[src/rtl/fifo_wptr_full_pkg.sv]
// fifo_pkg: shared pointer definitions and Gray-code helpers for the FIFO
// pointer stages.
//   ADDR_SIZE : default address width (DEPTH = 2**ADDR_SIZE)
//   PTR_W     : pointer width, one wrap bit above the address
//   ptr_t     : pointer type at the default width
//   bin2gray / gray2bin operate on a zero-extended 32-bit word, so that
//   instances with an overridden ADDR_SIZE can reuse them by truncating
//   the result.
package fifo_pkg;

  localparam int ADDR_SIZE = 4;
  localparam int PTR_W     = ADDR_SIZE + 1;

  typedef logic [PTR_W-1:0] ptr_t;
  typedef logic [31:0]      word_t;

  function automatic word_t bin2gray(input word_t b);
    return b ^ (b >> 1);
  endfunction

  // Running XOR from the MSB down. Zero upper bits leave the lower
  // result unchanged.
  function automatic word_t gray2bin(input word_t g);
    word_t b;
    b[31] = g[31];
    for (int i = 30; i >= 0; i--) begin
      b[i] = b[i+1] ^ g[i];
    end
    return b;
  endfunction

endpackage

[src/rtl/fifo_wptr_full_if.sv]
// fifo_wptr_full_if: write-side signals of the FIFO pointer stage.
//   master : the producer / surrounding FIFO (drives winc, rptr_gray_in)
//   slave  : fifo_wptr_full (drives address, Gray pointer and flags)
interface fifo_wptr_full_if #(
  parameter int ADDR_SIZE = fifo_pkg::ADDR_SIZE
);
  logic                 winc;          // push request
  logic [ADDR_SIZE:0]   rptr_gray_in;  // Gray read pointer, read clock domain
  logic [ADDR_SIZE-1:0] waddr;         // RAM write address
  logic [ADDR_SIZE:0]   wptr_gray;     // registered Gray write pointer
  logic                 wfull;         // FIFO full
  logic                 walmost_full;  // level >= DEPTH-AF_MARGIN
  logic [ADDR_SIZE:0]   wlevel;        // fill level seen by the writer
  logic                 wovf;          // push dropped because full

  modport master (
    output winc, rptr_gray_in,
    input  waddr, wptr_gray, wfull, walmost_full, wlevel, wovf
  );

  modport slave (
    input  winc, rptr_gray_in,
    output waddr, wptr_gray, wfull, walmost_full, wlevel, wovf
  );
endinterface

[src/rtl/fifo_wptr_full_sync.sv]
// sync_2ff: two-flop synchroniser for a multi-bit Gray-coded bus.
// Safe only because the source changes at most one bit per source-clock edge.
//   clk   : destination clock
//   rst_n : asynchronous active-low reset, clears both stages
//   d     : asynchronous input
//   q     : synchronised output (second stage)
module sync_2ff #(
  parameter int WIDTH = 5
) (
  input  logic             clk,
  input  logic             rst_n,
  input  logic [WIDTH-1:0] d,
  output logic [WIDTH-1:0] q
);
  logic [WIDTH-1:0] q1;

  // Two-stage synchroniser chain.
  always_ff @(posedge clk or negedge rst_n) begin
    if (!rst_n) begin
      q1 <= {WIDTH{1'b0}};
      q  <= {WIDTH{1'b0}};
    end else begin
      q1 <= d;
      q  <= q1;
    end
  end
endmodule

[src/rtl/fifo_wptr_full.sv]
// fifo_wptr_full: write-side pointer and flag stage of the FIFO.
// Holds the binary write pointer, drives the RAM write address, publishes a
// registered Gray write pointer, synchronises the Gray read pointer and
// derives full, almost-full, fill level and an overflow pulse.
//   clk   : write-domain clock
//   rst_n : asynchronous active-low reset
//   bus   : fifo_wptr_full_if.slave (winc, rptr_gray_in in; waddr,
//           wptr_gray, wfull, walmost_full, wlevel, wovf out)
module fifo_wptr_full #(
  parameter int ADDR_SIZE = fifo_pkg::ADDR_SIZE,
  parameter int AF_MARGIN = 2
) (
  input  logic           clk,
  input  logic           rst_n,
  fifo_wptr_full_if.slave bus
);
  import fifo_pkg::*;

  localparam int             PW       = ADDR_SIZE + 1;
  localparam int             DEPTH    = 1 << ADDR_SIZE;
  localparam logic [PW-1:0]  AF_LEVEL = PW'(DEPTH - AF_MARGIN);

  logic [PW-1:0] wbin;
  logic [PW-1:0] rq2;
  logic [PW-1:0] wbin_next;
  logic [PW-1:0] wgray_next;
  logic [PW-1:0] rbin_sync;
  logic [PW-1:0] level_next;
  logic [PW-1:0] rq2_full;
  logic          push;
  logic          full_next;
  logic          af_next;

  sync_2ff #(.WIDTH(PW)) u_sync (
    .clk   (clk),
    .rst_n (rst_n),
    .d     (bus.rptr_gray_in),
    .q     (rq2)
  );

  // Next pointer values and flags computed from the post-push pointer, so
  // full asserts on the same edge that accepts the filling push.
  always_comb begin
    push       = bus.winc & ~bus.wfull;
    wbin_next  = wbin + {{(PW-1){1'b0}}, push};
    wgray_next = PW'(bin2gray(32'(wbin_next)));
    rbin_sync  = PW'(gray2bin(32'(rq2)));
    level_next = wbin_next - rbin_sync;
    // Full in Gray: read pointer one lap behind -> top two bits inverted.
    rq2_full   = {~rq2[PW-1:PW-2], rq2[PW-3:0]};
    full_next  = (wgray_next == rq2_full);
    af_next    = (level_next >= AF_LEVEL);
  end

  // Pointer and flag registers.
  always_ff @(posedge clk or negedge rst_n) begin
    if (!rst_n) begin
      wbin             <= {PW{1'b0}};
      bus.wptr_gray    <= {PW{1'b0}};
      bus.wfull        <= 1'b0;
      bus.walmost_full <= 1'b0;
      bus.wlevel       <= {PW{1'b0}};
      bus.wovf         <= 1'b0;
    end else begin
      wbin             <= wbin_next;
      bus.wptr_gray    <= wgray_next;
      bus.wfull        <= full_next;
      bus.walmost_full <= af_next;
      bus.wlevel       <= level_next;
      bus.wovf         <= bus.winc & bus.wfull;
    end
  end

  // Pre-increment address: the RAM writes here while the push is accepted.
  assign bus.waddr = wbin[ADDR_SIZE-1:0];

endmodule

[src/flat_wrapper.sv]
// flat-port wrapper written by rule: the top's interface ports become plain ports
module fifo_wptr_full_flat import fifo_pkg::*;
#(
  parameter int ADDR_SIZE = fifo_pkg::ADDR_SIZE,
  parameter int AF_MARGIN = 2
)
  (clk, rst_n, bus_winc, bus_rptr_gray_in, bus_waddr, bus_wptr_gray, bus_wfull, bus_walmost_full, bus_wlevel, bus_wovf);
  fifo_wptr_full_if #(.ADDR_SIZE(ADDR_SIZE)) bus_i ();
  input  logic clk;
  input  logic rst_n;
  input wire logic [$bits(bus_i.winc)-1:0] bus_winc;
  input wire logic [$bits(bus_i.rptr_gray_in)-1:0] bus_rptr_gray_in;
  output wire logic [$bits(bus_i.waddr)-1:0] bus_waddr;
  output wire logic [$bits(bus_i.wptr_gray)-1:0] bus_wptr_gray;
  output wire logic [$bits(bus_i.wfull)-1:0] bus_wfull;
  output wire logic [$bits(bus_i.walmost_full)-1:0] bus_walmost_full;
  output wire logic [$bits(bus_i.wlevel)-1:0] bus_wlevel;
  output wire logic [$bits(bus_i.wovf)-1:0] bus_wovf;
  assign bus_i.winc = bus_winc;
  assign bus_i.rptr_gray_in = bus_rptr_gray_in;
  assign bus_waddr = bus_i.waddr;
  assign bus_wptr_gray = bus_i.wptr_gray;
  assign bus_wfull = bus_i.wfull;
  assign bus_walmost_full = bus_i.walmost_full;
  assign bus_wlevel = bus_i.wlevel;
  assign bus_wovf = bus_i.wovf;
  fifo_wptr_full #(.ADDR_SIZE(ADDR_SIZE), .AF_MARGIN(AF_MARGIN)) u_core (.clk(clk), .rst_n(rst_n), .bus(bus_i));
endmodule
[config.mk]
export PLATFORM = sky130hd
export DESIGN_NAME = fifo_wptr_full_flat
export DESIGN_NICKNAME = d
export VERILOG_FILES = /design/src/rtl/fifo_wptr_full_pkg.sv /design/src/rtl/fifo_wptr_full_if.sv /design/src/rtl/fifo_wptr_full_sync.sv /design/src/rtl/fifo_wptr_full.sv /design/src/flat_wrapper.sv
export SDC_FILE = /design/constraint.sdc
export NUM_CORES = 1
export LEC_CHECK = 0
export BUFFER_PORTS_ARGS = -buffer_cell sky130_fd_sc_hd__buf_2
export CAP_MARGIN = 20
export CORE_MARGIN = 10
export CORE_UTILIZATION = 39
export CTS_BUF_LIST = sky130_fd_sc_hd__clkbuf_16
export CTS_CLUSTER_SIZE = 30
export DETAILED_ROUTE_END_ITERATION = 8
export GPL_ROUTABILITY_DRIVEN = 0
export SLEW_MARGIN = 20
export SYNTH_ARGS = -nofsm -noshare
export SYNTH_HDL_FRONTEND = slang
export SYNTH_SLANG_ARGS = --single-unit
export TNS_END_PERCENT = 10
[constraint.sdc]
create_clock -name clk -period 4.14 [get_ports clk]
set_input_delay 0.828 -clock clk [delete_from_list [all_inputs] [get_ports clk]]
set_output_delay 0.828 -clock clk [all_outputs]
set_load 0.05 [all_outputs]
# ---- Word level (Yosys, flattened, before mapping)
# Cells that the tools add are included.
dict set report op_classes {
  n_addsub 2
  order_cmp 1
  eq_ne 1
  n_bitwise 9
}
# op n
set op_table {}
lappend op_table {{adder 5 x 1 -> 5 bit} 1}
lappend op_table {{equality test 5 bit} 1}
lappend op_table {{>= comparator 5 x 4 -> 1 bit (second input constant)} 1}
lappend op_table {{subtractor 5 bit} 1}
lappend op_table {{bitwise XOR 5 x 4 -> 5 bit} 1}
lappend op_table {{bitwise XOR 1 bit} 4}
lappend op_table {{AND 1 bit} 2}
lappend op_table {{NOT 2 bit} 1}
lappend op_table {{NOT 1 bit} 1}
dict set report word_totals {
  ff_bits 28
  input_bits 8
  out_inout_bits 17
  wordCells 21
}

# ---- Logic depth before layout (Yosys ltp)
# Gate-level depths: netlist (run 1).
dict set report logic_depth {
  ltp_word 6
  ltp_mapped 10
  mapped_depth_nobuf 10
}

# ---- Hierarchy
# Synthesis (run 1) repeated with hierarchy kept, for this count alone.
dict set report unflattened {
  cells_unflattened 91
  hier_area_um2 1234.9
}
# mod instances cells_each area_per_inst_um2 seq_area_each_um2
set modules_own_cells {}
lappend modules_own_cells {fifo_wptr_full 1 81 984.7 425.4}
lappend modules_own_cells {sync_2ff 1 10 250.2 250.2}

# ---- Worst setup path after synthesis (run 1)
# No wires, ideal clock.
dict set report synth_timing {
  path_type {in2reg}
  from {input bus_winc}
  to {register u_core.bus.walmost_full}
  setup_ns 0.141
  arrival_time_ns 2.674
  required_ns 3.999
  setup_slack_ns 1.325
  stages 9
  path_buffers 0
  cell_sequence {nor2b_1 > ha_1 > xnor2_1 > inv_1 > ha_1 > nor2b_1 > o21ai_0 > nor3b_1 > o311ai_1}
}
dict set report synth_via {
  elab_chain_len 4
}
# item line
set synth_rtl {}
lappend synth_rtl {{start: declaration} flat_wrapper.sv:11} ;# input wire logic [$bits(bus_i.winc)-1:0] bus_winc;
lappend synth_rtl {{AND 1 bit} fifo_wptr_full.sv:44} ;# push = bus.winc & ~bus.wfull;
lappend synth_rtl {{adder 5 x 1 -> 5 bit} fifo_wptr_full.sv:45} ;# wbin_next = wbin + {{(PW-1){1'b0}}, push};
lappend synth_rtl {{named net u_core.wbin_next[1]} fifo_wptr_full.sv:25} ;# logic [PW-1:0] wbin_next;
lappend synth_rtl {{subtractor 5 bit} fifo_wptr_full.sv:48} ;# level_next = wbin_next - rbin_sync;
lappend synth_rtl {{>= comparator 5 x 4 -> 1 bit} fifo_wptr_full.sv:52} ;# af_next = (level_next >= AF_LEVEL);
lappend synth_rtl {{named net u_core.af_next} fifo_wptr_full.sv:32} ;# logic af_next;
lappend synth_rtl {{end signal: assignment} fifo_wptr_full.sv:68} ;# bus.walmost_full <= af_next;
lappend synth_rtl {{end: declaration} fifo_wptr_full_if.sv:23} ;# output waddr, wptr_gray, wfull, walmost_full, wlevel, wovf
# The timed path passes the listed nets, and every way through them passes these cells.

# ---- Worst setup path after layout (run 1)
# Ends and elaborated chain as after synthesis.

==> results of run 1 <==
-- cells in the mapped netlist (all sizes together) --
| master | number |
|---|---|
| dfrtp | 27 |
| xnor2 | 14 |
| inv | 8 |
| ha | 6 |
| xor2 | 5 |
| nand2 | 3 |
| nor2b | 3 |
| a21boi | 2 |
| buf | 2 |
| o21ai | 2 |
| a21oi | 1 |
| a2bb2oi | 1 |
| a311oi | 1 |
| and2 | 1 |
| and2b | 1 |
| and4b | 1 |
| fa | 1 |
| nand2b | 1 |
| nand3 | 1 |
| nand4 | 1 |
| nor2 | 1 |
| nor3b | 1 |
| nor4 | 1 |
| o211ai | 1 |
| o311ai | 1 |
| or2b | 1 |
| or3 | 1 |
| xnor3 | 1 |
| xor3 | 1 |
-- final cells by class --
class	instances	area (µm²)	share of cell area (%)
clock buffers	3	75.1	5.12
multi-input cells	54	503	34.3
repair buffers	24	120	8.19
well taps	44	55.1	3.75
inverters	8	30.0	2.05
flip-flops and latches	27	676	46.1
clock inverters	1	7.51	0.512
-- logic make-up after synthesis --
logic type / count (synthesis) / synth area share (%)
flops: 27 / 54.7
simple gates: 17 / 8.82
buf+inv: 10 / 4.56
fa+ha+maj: 7 / 7.70
compound gates: 9 / 5.67
xor+xnor: 21 / 18.5
-- stage by stage --
step           hold WS (ns)  setup slack, ns  area (µm²)  util (%)  std cells
2_1_floorplan         0.331             1.33        1230         -         91
3_3_place_gp          0.332             1.12        1380      45.3        157
3_5_place_dp          0.336             1.04        1380      45.3        157
4_1_cts               0.352             1.31        1470      48.0        161
5_1_grt               0.364             1.05        1470      48.0        161
6_report              0.349             1.31        1470      48.0        161
-- flip-flops by register name (all words and copies together) (netlist names) --
name / count
u_core.wbin: 4
u_core.bus.wovf: 1
u_core.u_sync.q: 5
u_core.bus.walmost_full: 1
u_core.bus.wptr_gray: 5
u_core.bus.wlevel: 5
u_core.u_sync.q1: 5
u_core.bus.wfull: 1
-- worst max path at each step --
stage          cells past startpoint                 endpoint      from
6_report                          10  u_core.bus.walmost_full  bus_winc
5_1_grt                           10  u_core.bus.walmost_full  bus_winc
2_1_floorplan                      9  u_core.bus.walmost_full  bus_winc
4_1_cts                           10  u_core.bus.walmost_full  bus_winc
3_5_place_dp                      10  u_core.bus.walmost_full  bus_winc
3_3_place_gp                      10  u_core.bus.walmost_full  bus_winc
-- routing by layer --
layer | global-route usage (%) | vias up
met1 | 9.19 | 344
met2 | 11.9 | 21
met5 | 0 | -
met4 | 5.02 | 0
met3 | 2.59 | 5
li1 | - | 347
==> impl_metrics.prom, run 1 <==
# TYPE chip_impl_metric gauge
chip_impl_info{name="outcome",value="completed"} 1
chip_impl_metric{name="hold_viol_final",unit=""} 0
chip_impl_info{name="dr.max_layer_used",value="met4"} 1
chip_impl_metric{name="cts_resized",unit=""} 0
chip_impl_metric{name="mappedNetlistNets",unit=""} 106
chip_impl_info{name="rsz_0062_raised_after_global_routing",value="no"} 1
chip_impl_metric{name="grt.total_usage",unit="%"} 7.81
chip_impl_metric{name="final.min_clock_period",unit="ns"} 2.83
chip_impl_metric{name="antenna_violations_before_repair",unit=""} 0
chip_impl_metric{name="initial_utilization",unit="%"} 40.5
chip_impl_metric{name="post_route_cells_drive_above_1_share",unit="%"} 28.2
chip_impl_metric{name="met2_length",unit="µm"} 980
chip_impl_metric{name="clock-skew-final",unit="ns"} 0.00350
chip_impl_metric{name="critPathBufInv",unit=""} 2
chip_impl_metric{name="count_of_input_and_output_buffers",unit=""} 24
chip_impl_info{name="reg2reg_from",value="u_core.u_sync.q[4]"} 1
chip_impl_info{name="worstHoldPathType",value="reg -> reg"} 1
chip_impl_metric{name="synthesis.yosys.warnings",unit=""} 0
chip_impl_info{name="ctsRootBufferMaster",value="sky130_fd_sc_hd__clkbuf_16"} 1
chip_impl_info{name="worstHoldStart",value="u_core.u_sync.q1[0]"} 1
chip_impl_metric{name="area_of_the_mapped_netlist",unit="µm²"} 1230
chip_impl_info{name="hold_path_end",value="u_core.u_sync.q[0]"} 1
chip_impl_metric{name="width_of_the_die",unit="µm"} 76.3
chip_impl_metric{name="detail_route.vias_per_cell",unit=""} 4.45
chip_impl_metric{name="path_max_fanout",unit=""} 6
chip_impl_info{name="critical_path.reg2reg.endpoint",value="u_core.bus.walmost_full"} 1
chip_impl_metric{name="clockBufferDepth",unit=""} 2
chip_impl_metric{name="largest_net_degree_at_the_start_of_global_routing",unit=""} 28
chip_impl_metric{name="synth_cell_type_count",unit=""} 31
chip_impl_metric{name="area_growth_from_synthesis_to_final_layout",unit="%"} 18.7
chip_impl_metric{name="cts-buffers-inserted",unit=""} 3
chip_impl_metric{name="routedWlPerCell",unit="µm"} 12.9
chip_impl_metric{name="clk_pin_slew_worst_paths",unit="ns"} 0.07
chip_impl_info{name="cts_tree",value="built"} 1
chip_impl_metric{name="max_clock_freq",unit="MHz"} 354
chip_impl_metric{name="final.setup.tns",unit="ns"} 0
chip_impl_metric{name="top_level_ports",unit=""} 25
chip_impl_metric{name="maxCapViolCount",unit=""} 0
chip_impl_metric{name="syn-instance-count",unit=""} 91
chip_impl_metric{name="cts_hold_repair.buffers",unit=""} 0
chip_impl_metric{name="detailedPlacementHpwl",unit="µm"} 1640
chip_impl_metric{name="grt_first_pass_wirelength",unit="µm"} 3640
chip_impl_metric{name="grt_pass1_vias",unit=""} 776
chip_impl_metric{name="layout.filler_cells",unit=""} 311
chip_impl_info{name="cells_along_the_critical_path",value="buf_2 > nor2b_1 > ha_1 > xnor2_1 > inv_1 > ha_1 > nor2b_1 > o21ai_0 > nor3b_1 > o311ai_1"} 1
chip_impl_metric{name="core.rowCount",unit=""} 20
chip_impl_metric{name="cts.sinks",unit=""} 27
chip_impl_metric{name="iteration_count_of_the_initial_detailed_routing_pass",unit=""} 4
chip_impl_metric{name="r2r_slack",unit="ns"} 1.47
chip_impl_metric{name="detail-route-antenna-nets",unit=""} 0
chip_impl_metric{name="met3_wire_length",unit="µm"} 121
chip_impl_metric{name="worstPathArrival",unit="ns"} 2.96
chip_impl_info{name="path_class",value="in -> reg"} 1
chip_impl_metric{name="y_dimension_of_the_die",unit="µm"} 76.3
chip_impl_info{name="mostFrequentLayoutCells",value="27 x sky130_fd_sc_hd__dfrtp_1, 24 x sky130_fd_sc_hd__buf_2, 12 x sky130_fd_sc_hd__xnor2_1"} 1
chip_impl_metric{name="post_cts_setup_repair_bufs",unit=""} 0
chip_impl_info{name="layout_commonest_cell",value="sky130_fd_sc_hd__dfrtp_1"} 1
chip_impl_metric{name="r2r_cells",unit=""} 10
chip_impl_metric{name="sequential_to_total_area_share_from_yosys_stat",unit="%"} 54.7
chip_impl_metric{name="h_tree_depth_reported_by_cts",unit=""} 1
chip_impl_metric{name="die-area",unit="µm²"} 5820
chip_impl_metric{name="timing.final.setup_violations",unit=""} 0
chip_impl_metric{name="floorplan.core_area",unit="µm²"} 3050
chip_impl_metric{name="latest_clock_arrival_within_the_worst_skew_pair",unit="ns"} 0.26
chip_impl_metric{name="worst-slew-pin-transition",unit="ns"} 0.571
chip_impl_info{name="critical_path.top_delay_family",value="adder cells"} 1
chip_impl_metric{name="critical-path-max-stage-delay",unit="ns"} 0.42
chip_impl_metric{name="antenna_cells",unit=""} 0
chip_impl_metric{name="maxSlewViolCount",unit=""} 0
chip_impl_metric{name="hold_depth",unit=""} 0
chip_impl_metric{name="wl_met1",unit="µm"} 922
chip_impl_metric{name="num-nets-final",unit=""} 133
chip_impl_metric{name="drt_iter0_markers",unit=""} 23
chip_impl_info{name="worstSetupStartpointType",value="primary input"} 1
chip_impl_info{name="synth.top_cells.by_area",value="sky130_fd_sc_hd__dfrtp_1 55%, sky130_fd_sc_hd__xnor2_1 8.5%, sky130_fd_sc_hd__ha_1 6.1%"} 1
chip_impl_metric{name="postSynthRegisterBits",unit=""} 27
chip_impl_metric{name="synth_largest_type_area_fraction",unit="%"} 54.7
chip_impl_metric{name="number_of_drc_violations_after_detailed_routing",unit=""} 0
chip_impl_info{name="synth_largest_area_cell",value="sky130_fd_sc_hd__dfrtp_1"} 1
chip_impl_metric{name="final_clock_period_utilization_by_the_worst_path",unit="%"} 68.3
chip_impl_info{name="timing.critical_path.slowest_stage_cell",value="sky130_fd_sc_hd__xnor2_1"} 1
chip_impl_metric{name="crit_required",unit="ns"} 4.27
chip_impl_metric{name="via_count",unit=""} 717
chip_impl_metric{name="detail_route.wirelength",unit="µm"} 2080
chip_impl_metric{name="max-slew-margin-rel",unit="%"} 61.9
chip_impl_metric{name="post_synthesis_area_per_instance",unit="µm²"} 13.6
chip_impl_metric{name="grt_overflow",unit=""} 0
chip_impl_info{name="timing.critical_path.to_type",value="register"} 1
Power of run 1 is not shown: default switching activity piles up to over one toggle a cycle in this logic, so the estimate is an artifact.
==> inputs of run 2 (changes only) <==
==> constraint.sdc (replaced) <==
create_clock -name clk -period 2.5 [get_ports clk]
set_input_delay 0.5 -clock clk [delete_from_list [all_inputs] [get_ports clk]]
set_output_delay 0.5 -clock clk [all_outputs]
set_load 0.05 [all_outputs]
==> run 2 against run 1 <==
Compared with the run above:
- utilization rose by 5.6 points
- routed wire length rose by 9.6%
- worst setup slack got worse by 1.2 ns
- register-to-register slack got worse by 1.4 ns
- sequential cell count did not move
- critical endpoint unchanged
- largest cell class unchanged
==> impl_metrics.prom, run 2 (synthesized netlist as in run 1, its figures left out) <==
# TYPE chip_impl_metric gauge
chip_impl_metric{name="cts.sinks",unit=""} 27
chip_impl_info{name="path_class",value="reg -> reg"} 1
chip_impl_metric{name="clockBufferDepth",unit=""} 2
chip_impl_metric{name="cts-buffers-inserted",unit=""} 3
chip_impl_metric{name="met2_usage",unit="%"} 14.4
chip_impl_metric{name="final.min_clock_period",unit="ns"} 2.42
chip_impl_metric{name="die-area",unit="µm²"} 5820
chip_impl_metric{name="antenna_cells",unit=""} 0
chip_impl_metric{name="num-nets-final",unit=""} 147
chip_impl_metric{name="via_count",unit=""} 778
chip_impl_metric{name="maxSlewViolCount",unit=""} 0
chip_impl_metric{name="number_of_drc_violations_after_detailed_routing",unit=""} 0
chip_impl_info{name="rsz_0062_raised_after_global_routing",value="yes"} 1
chip_impl_metric{name="max_clock_freq",unit="MHz"} 413
chip_impl_metric{name="detail-route-antenna-nets",unit=""} 0
chip_impl_metric{name="grt_use_met3",unit="%"} 2.59
chip_impl_info{name="mostFrequentLayoutCells",value="26 x sky130_fd_sc_hd__dfrtp_1, 24 x sky130_fd_sc_hd__buf_2, 14 x sky130_fd_sc_hd__buf_4"} 1
chip_impl_metric{name="clk_pin_slew_worst_paths",unit="ns"} 0.06
chip_impl_metric{name="grt_first_pass_wirelength",unit="µm"} 4010
chip_impl_metric{name="routedWlPerCell",unit="µm"} 13.0
chip_impl_info{name="cts_tree",value="built"} 1
chip_impl_metric{name="final_cell_count_no_fill",unit=""} 175
chip_impl_metric{name="floorplan.core_area",unit="µm²"} 3050
chip_impl_metric{name="initial_utilization",unit="%"} 40.5
chip_impl_metric{name="largest_net_degree_at_the_start_of_global_routing",unit=""} 28
chip_impl_metric{name="width_of_the_die",unit="µm"} 76.3
chip_impl_info{name="busiest_layer",value="met2"} 1
chip_impl_info{name="worstSetupStartpointType",value="register"} 1
chip_impl_metric{name="top_level_ports",unit=""} 25
chip_impl_metric{name="drt_iter0_markers",unit=""} 27
chip_impl_metric{name="area_growth_from_synthesis_to_final_layout",unit="%"} 32.6
chip_impl_metric{name="detailedPlace.worstSlack",unit="ns"} -0.0980
chip_impl_info{name="timing.critical_path.to_type",value="register"} 1
chip_impl_metric{name="count_of_input_and_output_buffers",unit=""} 24
chip_impl_metric{name="grt.total_usage",unit="%"} 8.51
chip_impl_metric{name="cts_hold_repair.buffers",unit=""} 0
chip_impl_metric{name="clock-skew-final",unit="ns"} 0.00432
chip_impl_metric{name="y_dimension_of_the_die",unit="µm"} 76.3
chip_impl_metric{name="detail_route.wirelength",unit="µm"} 2280
chip_impl_metric{name="r2r_cells",unit=""} 10
chip_impl_metric{name="worst-slew-pin-transition",unit="ns"} 0.573
chip_impl_info{name="ctsRootBufferMaster",value="sky130_fd_sc_hd__clkbuf_16"} 1
chip_impl_metric{name="path_max_fanout",unit=""} 2
chip_impl_metric{name="latest_clock_arrival_within_the_worst_skew_pair",unit="ns"} 0.26
chip_impl_metric{name="r2r_slack",unit="ns"} 0.08
chip_impl_metric{name="hold_viol_final",unit=""} 0
chip_impl_metric{name="h_tree_depth_reported_by_cts",unit=""} 1
chip_impl_metric{name="timing.final.setup_violations",unit=""} 0
chip_impl_metric{name="worstPathArrival",unit="ns"} 2.58
chip_impl_metric{name="final_clock_period_utilization_by_the_worst_path",unit="%"} 96.8
chip_impl_info{name="worstHoldPathType",value="in -> async"} 1
chip_impl_metric{name="core.rowCount",unit=""} 20
chip_impl_metric{name="detailedPlacementHpwl",unit="µm"} 1710
chip_impl_metric{name="crit_required",unit="ns"} 2.66
chip_impl_metric{name="grt_util_met1",unit="%"} 9.37
chip_impl_metric{name="iteration_count_of_the_initial_detailed_routing_pass",unit=""} 4
chip_impl_metric{name="grt_overflow",unit=""} 0
chip_impl_metric{name="place_inst",unit=""} 168
chip_impl_metric{name="final.setup.tns",unit="ns"} 0
chip_impl_info{name="layout_commonest_cell",value="sky130_fd_sc_hd__dfrtp_1"} 1
chip_impl_metric{name="grt_pass1_vias",unit=""} 858
chip_impl_metric{name="post_route_cells_drive_above_1_share",unit="%"} 44.3
chip_impl_metric{name="detail_route.vias_per_cell",unit=""} 4.45
chip_impl_metric{name="max-slew-margin-rel",unit="%"} 61.8
chip_impl_metric{name="antenna_violations_before_repair",unit=""} 0
chip_impl_metric{name="worst_hold_slack",unit="ns"} 0.234
chip_impl_info{name="outcome",value="completed"} 1
chip_impl_metric{name="setup_slack",unit="ns"} 0.0812
chip_impl_metric{name="maxCapViolCount",unit=""} 0
run 2: cell count changes in the layout (fill, tap and decap cells not counted), moves of 2 or more:
cell and change:
sky130_fd_sc_hd__buf_4 +14, sky130_fd_sc_hd__a21boi_0 -2, sky130_fd_sc_hd__ha_1 -2, sky130_fd_sc_hd__xor2_1 -2
sky130_fd_sc_hd__xor2_2 +2
run 2: through the flow:
stage / cell area, µm² / util, %
after floorplan: 1240 / -
after global placement: 1480 / 48.3
after detailed placement: 1480 / 48.3
after CTS: 1560 / 51.2
after global routing: 1640 / 53.6
final: 1640 / 53.6
run 2: path summary, 6_finish.rpt:
check	start	to
worst min register to register	u_core.u_sync.q1[3]	u_core.u_sync.q[3]
worst max-delay path	u_core.u_sync.q[3]	u_core.bus.walmost_full
worst max register to register	u_core.u_sync.q[3]	u_core.bus.walmost_full
worst min-delay path	rst_n	u_core.bus.wptr_gray[2]
min in group clk	bus_rptr_gray_in[4]	u_core.u_sync.q1[4]
max in group asynchronous	rst_n	u_core.bus.wfull
run 2: repair_timing:
item	4_1_cts	5_1_grt
pin swaps	2	8
gates resized for setup	1	12
cloned	0	0
endpoints found under the setup margin	2	3
buffers inserted	1	2
run 2: area by class of cell:
cell class              instances  area (µm²)
flip-flops and latches         27         677
fillers                       288        1420
well taps                      44        55.1
clock buffers                   3        75.1
inverters                       8        30.0
repair buffers                 38         225
multi-input cells              54         572
clock inverters                 1        3.75
run 2: layer usage:
metal	share of wire, %	wire length (µm)	vias to the layer above
met5	0	0	-
met2	51	1150	19
met1	42	958	376
met4	2.4	55	0
met3	4.8	110	5
li1	-	-	378
run 2: critical path, cell delays in order (launching register included):
cell and delay (ns):
sky130_fd_sc_hd__dfrtp_1 0.41, sky130_fd_sc_hd__xnor2_2 0.23, sky130_fd_sc_hd__xor2_2 0.22, sky130_fd_sc_hd__xor2_2 0.20, sky130_fd_sc_hd__xnor2_1 0.15, sky130_fd_sc_hd__ha_2 0.22, sky130_fd_sc_hd__fa_2 0.23, sky130_fd_sc_hd__nand2b_4 0.13
sky130_fd_sc_hd__a21boi_2 0.05, sky130_fd_sc_hd__or3_4 0.39, sky130_fd_sc_hd__o311ai_2 0.08
Power of run 2 is left out for the same reason.
